### src/rtl/idma_obi_write_ot.sv
// iDMA OBI write port with multiple outstanding beats: drains the aligned
// byte-lane buffer one burst descriptor at a time and returns one response per burst.
module idma_obi_write_ot #(
  parameter int unsigned DataWidth       = 32,
  parameter int unsigned AddrWidth       = 32,
  parameter int unsigned LenWidth        = 16,
  parameter int unsigned MaxOutstanding  = 4,
  parameter bit          MaskInvalidData = 1'b1,
  localparam int unsigned StrbWidth      = DataWidth / 8
) (
  input  logic                 clk_i,
  input  logic                 rst_ni,
  input  logic                 meta_valid_i,
  output logic                 meta_ready_o,
  input  logic [AddrWidth-1:0] meta_addr_i,
  input  logic [LenWidth-1:0]  meta_beats_i,
  input  logic [StrbWidth-1:0] meta_first_strb_i,
  input  logic [StrbWidth-1:0] meta_last_strb_i,
  input  logic [DataWidth-1:0] buffer_out_i,
  input  logic [StrbWidth-1:0] buffer_out_valid_i,
  output logic [StrbWidth-1:0] buffer_out_ready_o,
  output logic                 obi_req_o,
  output logic                 obi_we_o,
  output logic [AddrWidth-1:0] obi_addr_o,
  output logic [StrbWidth-1:0] obi_be_o,
  output logic [DataWidth-1:0] obi_wdata_o,
  input  logic                 obi_gnt_i,
  input  logic                 obi_rvalid_i,
  input  logic                 obi_err_i,
  output logic                 rsp_valid_o,
  input  logic                 rsp_ready_i,
  output logic                 rsp_error_o,
  output logic                 busy_o
);

  localparam int unsigned CntW = $clog2(MaxOutstanding + 1);
  localparam int unsigned PtrW = (MaxOutstanding > 1) ? $clog2(MaxOutstanding) : 1;

  localparam logic [CntW-1:0]      MaxCnt    = CntW'(MaxOutstanding);
  localparam logic [PtrW-1:0]      LastPtr   = PtrW'(MaxOutstanding - 1);
  localparam logic [AddrWidth-1:0] AddrStep  = AddrWidth'(StrbWidth);
  localparam logic [AddrWidth-1:0] AlignMask = ~AddrWidth'(StrbWidth - 1);

  localparam logic [0:0] StIdle  = 1'b0;
  localparam logic [0:0] StBurst = 1'b1;

  logic [0:0]           state_q;
  logic [AddrWidth-1:0] addr_q;
  logic [LenWidth-1:0]  rem_q;
  logic                 first_q;
  logic [StrbWidth-1:0] first_strb_q;
  logic [StrbWidth-1:0] last_strb_q;

  logic [CntW-1:0]      ot_cnt_q;
  logic [CntW-1:0]      rsp_credit_q;
  logic                 err_acc_q;

  // Last-beat flags of granted beats, in grant order
  logic [MaxOutstanding-1:0] lf_mem_q;
  logic [PtrW-1:0]           lf_wr_q;
  logic [PtrW-1:0]           lf_rd_q;

  // Per-burst error flags waiting for the response handshake
  logic [MaxOutstanding-1:0] rf_mem_q;
  logic [PtrW-1:0]           rf_wr_q;
  logic [PtrW-1:0]           rf_rd_q;
  logic [CntW-1:0]           rf_cnt_q;

  logic                 in_burst;
  logic                 is_last;
  logic [StrbWidth-1:0] beat_be;
  logic                 lanes_ok;
  logic                 beat_gnt;
  logic                 last_gnt;
  logic                 meta_hs;
  logic                 burst_done;
  logic                 rsp_hs;

  function automatic logic [PtrW-1:0] ptr_inc(input logic [PtrW-1:0] p);
    return (p == LastPtr) ? '0 : p + PtrW'(1);
  endfunction

  assign in_burst = (state_q == StBurst);
  assign is_last  = (rem_q == '0);

  // NOTE: every always_comb output gets a default first so no path can infer a latch.
  always_comb begin
    beat_be = '1;
    if (first_q && is_last) beat_be = first_strb_q & last_strb_q;
    else if (first_q)       beat_be = first_strb_q;
    else if (is_last)       beat_be = last_strb_q;
    if (!in_burst)          beat_be = '0;
  end

  assign lanes_ok  = ((buffer_out_valid_i & beat_be) == beat_be);
  assign obi_req_o = in_burst && lanes_ok && (ot_cnt_q < MaxCnt) &&
                     (!is_last || (rsp_credit_q < MaxCnt));
  assign beat_gnt  = obi_req_o && obi_gnt_i;
  assign last_gnt  = beat_gnt && is_last;

  assign buffer_out_ready_o = beat_gnt ? beat_be : '0;
  assign obi_we_o           = 1'b1;
  assign obi_addr_o         = in_burst ? addr_q : '0;
  assign obi_be_o           = beat_be;

  always_comb begin
    obi_wdata_o = '0;
    for (int i = 0; i < StrbWidth; i++) begin
      if (in_burst && (beat_be[i] || !MaskInvalidData)) obi_wdata_o[8*i +: 8] = buffer_out_i[8*i +: 8];
    end
  end

  assign meta_ready_o = (state_q == StIdle);
  assign meta_hs      = meta_valid_i && meta_ready_o;
  assign burst_done   = obi_rvalid_i && lf_mem_q[lf_rd_q];
  assign rsp_valid_o  = (rf_cnt_q != '0);
  assign rsp_error_o  = rsp_valid_o && rf_mem_q[rf_rd_q];
  assign rsp_hs       = rsp_valid_o && rsp_ready_i;
  assign busy_o       = in_burst || (ot_cnt_q != '0) || (rsp_credit_q != '0);

  // NOTE: sequential state uses non-blocking assignments only, so every flop
  // samples the pre-edge values regardless of block ordering.
  always_ff @(posedge clk_i or negedge rst_ni) begin
    if (!rst_ni) begin
      state_q      <= StIdle;
      addr_q       <= '0;
      rem_q        <= '0;
      first_q      <= 1'b0;
      first_strb_q <= '0;
      last_strb_q  <= '0;
    end else if (meta_hs) begin
      state_q      <= StBurst;
      addr_q       <= meta_addr_i & AlignMask;
      rem_q        <= meta_beats_i;
      first_q      <= 1'b1;
      first_strb_q <= meta_first_strb_i;
      last_strb_q  <= meta_last_strb_i;
    end else if (beat_gnt) begin
      addr_q  <= addr_q + AddrStep;
      rem_q   <= rem_q - LenWidth'(1);
      first_q <= 1'b0;
      if (is_last) state_q <= StIdle;
    end
  end

  always_ff @(posedge clk_i or negedge rst_ni) begin
    if (!rst_ni) begin
      ot_cnt_q     <= '0;
      rsp_credit_q <= '0;
      err_acc_q    <= 1'b0;
    end else begin
      case ({beat_gnt, obi_rvalid_i})
        2'b10:   ot_cnt_q <= ot_cnt_q + CntW'(1);
        2'b01:   ot_cnt_q <= ot_cnt_q - CntW'(1);
        default: ot_cnt_q <= ot_cnt_q;
      endcase
      case ({last_gnt, rsp_hs})
        2'b10:   rsp_credit_q <= rsp_credit_q + CntW'(1);
        2'b01:   rsp_credit_q <= rsp_credit_q - CntW'(1);
        default: rsp_credit_q <= rsp_credit_q;
      endcase
      if (obi_rvalid_i) err_acc_q <= lf_mem_q[lf_rd_q] ? 1'b0 : (err_acc_q | obi_err_i);
    end
  end

  // NOTE: the FIFO storage is only a few flops, so it is reset along with the
  // pointers; this keeps rsp_error_o and the last flags free of X after reset.
  always_ff @(posedge clk_i or negedge rst_ni) begin
    if (!rst_ni) begin
      lf_mem_q <= '0;
      lf_wr_q  <= '0;
      lf_rd_q  <= '0;
    end else begin
      if (beat_gnt) begin
        lf_mem_q[lf_wr_q] <= is_last;
        lf_wr_q           <= ptr_inc(lf_wr_q);
      end
      if (obi_rvalid_i) lf_rd_q <= ptr_inc(lf_rd_q);
    end
  end

  // The response credit bounds rf_cnt_q, so pushes never find the FIFO full
  always_ff @(posedge clk_i or negedge rst_ni) begin
    if (!rst_ni) begin
      rf_mem_q <= '0;
      rf_wr_q  <= '0;
      rf_rd_q  <= '0;
      rf_cnt_q <= '0;
    end else begin
      if (burst_done) begin
        rf_mem_q[rf_wr_q] <= err_acc_q | obi_err_i;
        rf_wr_q           <= ptr_inc(rf_wr_q);
      end
      if (rsp_hs) rf_rd_q <= ptr_inc(rf_rd_q);
      case ({burst_done, rsp_hs})
        2'b10:   rf_cnt_q <= rf_cnt_q + CntW'(1);
        2'b01:   rf_cnt_q <= rf_cnt_q - CntW'(1);
        default: rf_cnt_q <= rf_cnt_q;
      endcase
    end
  end

  rvalid_needs_outstanding: assert property (
    @(posedge clk_i) disable iff (!rst_ni) obi_rvalid_i |-> (ot_cnt_q != '0));

  rsp_fifo_no_overflow: assert property (
    @(posedge clk_i) disable iff (!rst_ni) burst_done |-> ((rf_cnt_q < MaxCnt) || rsp_hs));

endmodule

### config.mk
export PLATFORM = sky130hd
export DESIGN_NAME = idma_obi_write_ot
export DESIGN_NICKNAME = d
export VERILOG_FILES = /design/src/rtl/idma_obi_write_ot.sv
export SDC_FILE = /design/constraint.sdc
export NUM_CORES = 1
export LEC_CHECK = 0
export ABC_AREA = 1
export CAP_MARGIN = 0
export CORE_ASPECT_RATIO = 1.4
export CORE_MARGIN = 10
export CORE_UTILIZATION = 52
export CTS_CLUSTER_SIZE = 40
export DETAILED_ROUTE_END_ITERATION = 7
export PLACE_DENSITY = 0.87
export SETUP_SLACK_MARGIN = 0.5
export SLEW_MARGIN = 0
export SYNTH_ARGS = -nofsm -noshare
export SYNTH_HDL_FRONTEND = slang
export SYNTH_SLANG_ARGS = --single-unit
### constraint.sdc
create_clock -name clk_i -period 7.21 [get_ports clk_i]
set_clock_uncertainty 0.1 [all_clocks]
set_input_delay 2.163 -clock clk_i [delete_from_list [all_inputs] [get_ports clk_i]]
set_output_delay 2.163 -clock clk_i [all_outputs]
set_load 0.005 [all_outputs]
==> flow_summary.toml <==
[critical_path]
crit_path_end_kind = "output pin"
critPathMaxFanout = 11
crit_arrival_ns = 3.80
crit_path_start_kind = "primary input"
rrSetupSlack_ns = 3.53
crit_required_ns = 4.95
critPathKind = "in -> out"

[final_layout]
syn2layout_area_growth_pct = 34.3
register_area_um2 = 2050
nNetsFinal = 1194
final.fill_count = 951
multi_input_area_um2 = 3190
final_layout_size_suffix_gt1_share_pct = 3.05
finish.instance_area_um2 = 7960
diodes = 0

[run_status]
status = "finished clean"

[clock_tree]
postCtsResizedCells = 0
post_cts_buffers = 0
htree_num_levels = 3
clk_latency_ns = 0.34
cts_tree = "yes"
cts.sinks = 82
path_clk_slew_ns = 0.06
root_buffer = "clkbuf_16"
hold_buffers = 0
numCtsBuffers = 9
clk_path_buf_depth = 2

[floorplan]
die_area_um2 = 16100
die_width_um = 110
ios = 177
floorplan.initialDensity_pct = 52.8
coreArea_um2 = 11200
row_count = 46
fp.dieH_um = 146

[logic_synthesis]
synthMuxAreaShare_pct = 0.190
yosysTopAreaCell = "dfrtp_1"
synth-adder-area-share_pct = 4.39
ys_ff_latch = 82
seq_area_frac_synth_pct = 34.6
yosys.cell_count.top_type = "nand2_1"
synthTopCellsByCount = "324 x nand2_1, 128 x inv_1, 110 x nor2_1, 82 x dfrtp_1, 78 x nand3_1"
syn_area_um2 = 5930
synth_top_family_by_area = "simple AND/OR/NAND/NOR gates"
ys_async_sr_fraction_pct = 100
synth_compound_area_share_pct = 7.37
yosys.area.top_type_share_pct = 34.6
yosysWarnings = 0
synthCells = 925
synth_top_flop_cell = "dfrtp_1"
avgSynthCellArea_um2 = 6.41
synthSimpleGateAreaFrac_pct = 38.2
ys_top_cells_by_area = "dfrtp_1 35%, nand2_1 21%, inv_1 8.1%, nor2_1 7.0%, nand3_1 6.6%"
synthXorXnorAreaFrac_pct = 3.40
synth_edf_count = 0
synthDistinctLibCells = 34

[grt]
grtUsageTotal_pct = 23.0
antenna_found_initial = 0
grt_overflow = 0
grt_pass1_wl_mm = 29.9
grt_max_degree = 83
grt_pass1_vias = 6172

[timing]
postLayoutSetupSlackWorst_ns = 1.15
post-route-period-util_pct = 84.1
rsz0062_at_grt = "no"
fin_crit_ns = 6.06
tightest_slew_ns = 1.12
finalSetupViolCount = 0
timing.fmax_mhz = 165
finalHoldViolCount = 0
slew_violations = 0
setup_tns_ns = 0
slew_headroom_pct = 25.1

[detailed_routing]
wl_per_cell_um = 14.7
drt_iter0_drc = 347
drtAntennaViolNets = 0
route.detailed.drc = 0
drt_pass1_iterations = 5
vias_per_cell = 5.03
vias = 6167
wirelength_mm = 18.0

[placed_design]
place_congestion = 0.917
placed_area_um2 = 7640
portBuffers = 171
hpwl_mm = 13.5
post-place-ws_ns = 1.15

[power_and_ir_drop]
powerDensity_nw_per_um2 = 355
ir_drop_uv = 151
p_leak_nw = 4.02

[hold_path]
hold_path.class = "reg -> reg"

[run]
drv_cap = 0
through the flow:
step / util (%) / hold WS, ns / cells / power, mW
global route: 70.9 / 0.391 / 1225 / 3.08
global placement: 68.1 / 0.351 / 1209 / 2.29
detailed placement: 68.1 / 0.356 / 1209 / 2.35
CTS: 70.9 / 0.371 / 1225 / 2.85
finish: 70.9 / 0.370 / 1225 / 2.82
floorplan: - / 0.337 / 926 / 1.71
metal layers:
| layer | wire (µm) | vias to the layer above | track usage (%) |
|---|---|---|---|
| met5 | 0 | - | 0 |
| met4 | 604 | 0 | 9.34 |
| met3 | 1040 | 37 | 4.58 |
| met2 | 9590 | 176 | 40.8 |
| met1 | 6770 | 2800 | 25.5 |
| li1 | - | 3154 | - |
power breakdown:
group          total [mW]  switching [mW]  leakage (nW)  internal (mW)
logic                1.46           0.761          2.81          0.701
registers           0.877           0.224          1.05          0.654
clock network       0.485           0.188         0.159          0.296
sequential cells by signal (all words and copies together) (netlist names):
signal	count
addr_q	30
err_acc_q	1
first_q	1
first_strb_q	4
in_burst	1
last_strb_q	4
lf_mem_q	4
lf_rd_q	2
lf_wr_q	2
ot_cnt_q	3
rem_q	16
rf_cnt_q	3
rf_mem_q	4
rf_rd_q	2
rf_wr_q	2
rsp_credit_q	3
cell families (layout without fill, tap and decap cells):
family                     Yosys count  in the layout
and+or+nand+nor                    550            550
buffers and inverters              165            320
AOI/OAI and AO/OA                   83             83
DFF                                 82             82
xor gates and xnor gates            23             23
adders and majority gates           19             19
other                                2              3
muxes                                1              1
cells in the final DEF (no fill, tap or decap), drive strengths merged, types with 2 or more instances in the layout:
cell	instances
a21oi	19
a31oi	5
buf	5
clkbuf	12
clkdlybuf4s50	170
clkinv	4
conb	3
dfrtp	82
fa	3
ha	16
inv	128
nand2	325
nand3	79
nand3b	5
nand4	11
nor2	114
nor3	11
o21ai	53
o21bai	2
o31ai	2
or2	3
xnor2	16
xor2	7
path summary, 6_finish.rpt:
| check | end | startpoint | cells past startpoint |
|---|---|---|---|
| worst min-delay path | lf_mem_q[1]$_DFFE_PN0P_ | lf_mem_q[1]$_DFFE_PN0P_ | 2 |
| worst min register to register | lf_mem_q[1]$_DFFE_PN0P_ | lf_mem_q[1]$_DFFE_PN0P_ | 2 |
| max in group asynchronous | rf_cnt_q[2]$_DFFE_PN0P_ | rst_ni | 1 |
| min in group asynchronous | rem_q[9]$_DFFE_PN0P_ | rst_ni | 1 |
| worst max register to register | ot_cnt_q[2]$_DFFE_PN0P_ | in_burst$_DFFE_PN0P_ | 14 |
| worst max-delay path | buffer_out_ready_o[1] | obi_gnt_i | 4 |
final cells by class:
cell class	count	share of cell area, %
inverter	129	6.08
clock buffer	12	3.35
sequential	82	25.8
multi-input combinational	679	40.0
clock inverter	4	0.613
timing repair buffer	175	21.9
tap	144	2.26
worst max-delay path: stages:
cell	delay (ns)
clkdlybuf4s50_1	0.72
nand3_2	0.23
nor2_1	0.13
clkdlybuf4s50_1	0.56
Note: power is estimated with default switching activity, not from simulation.
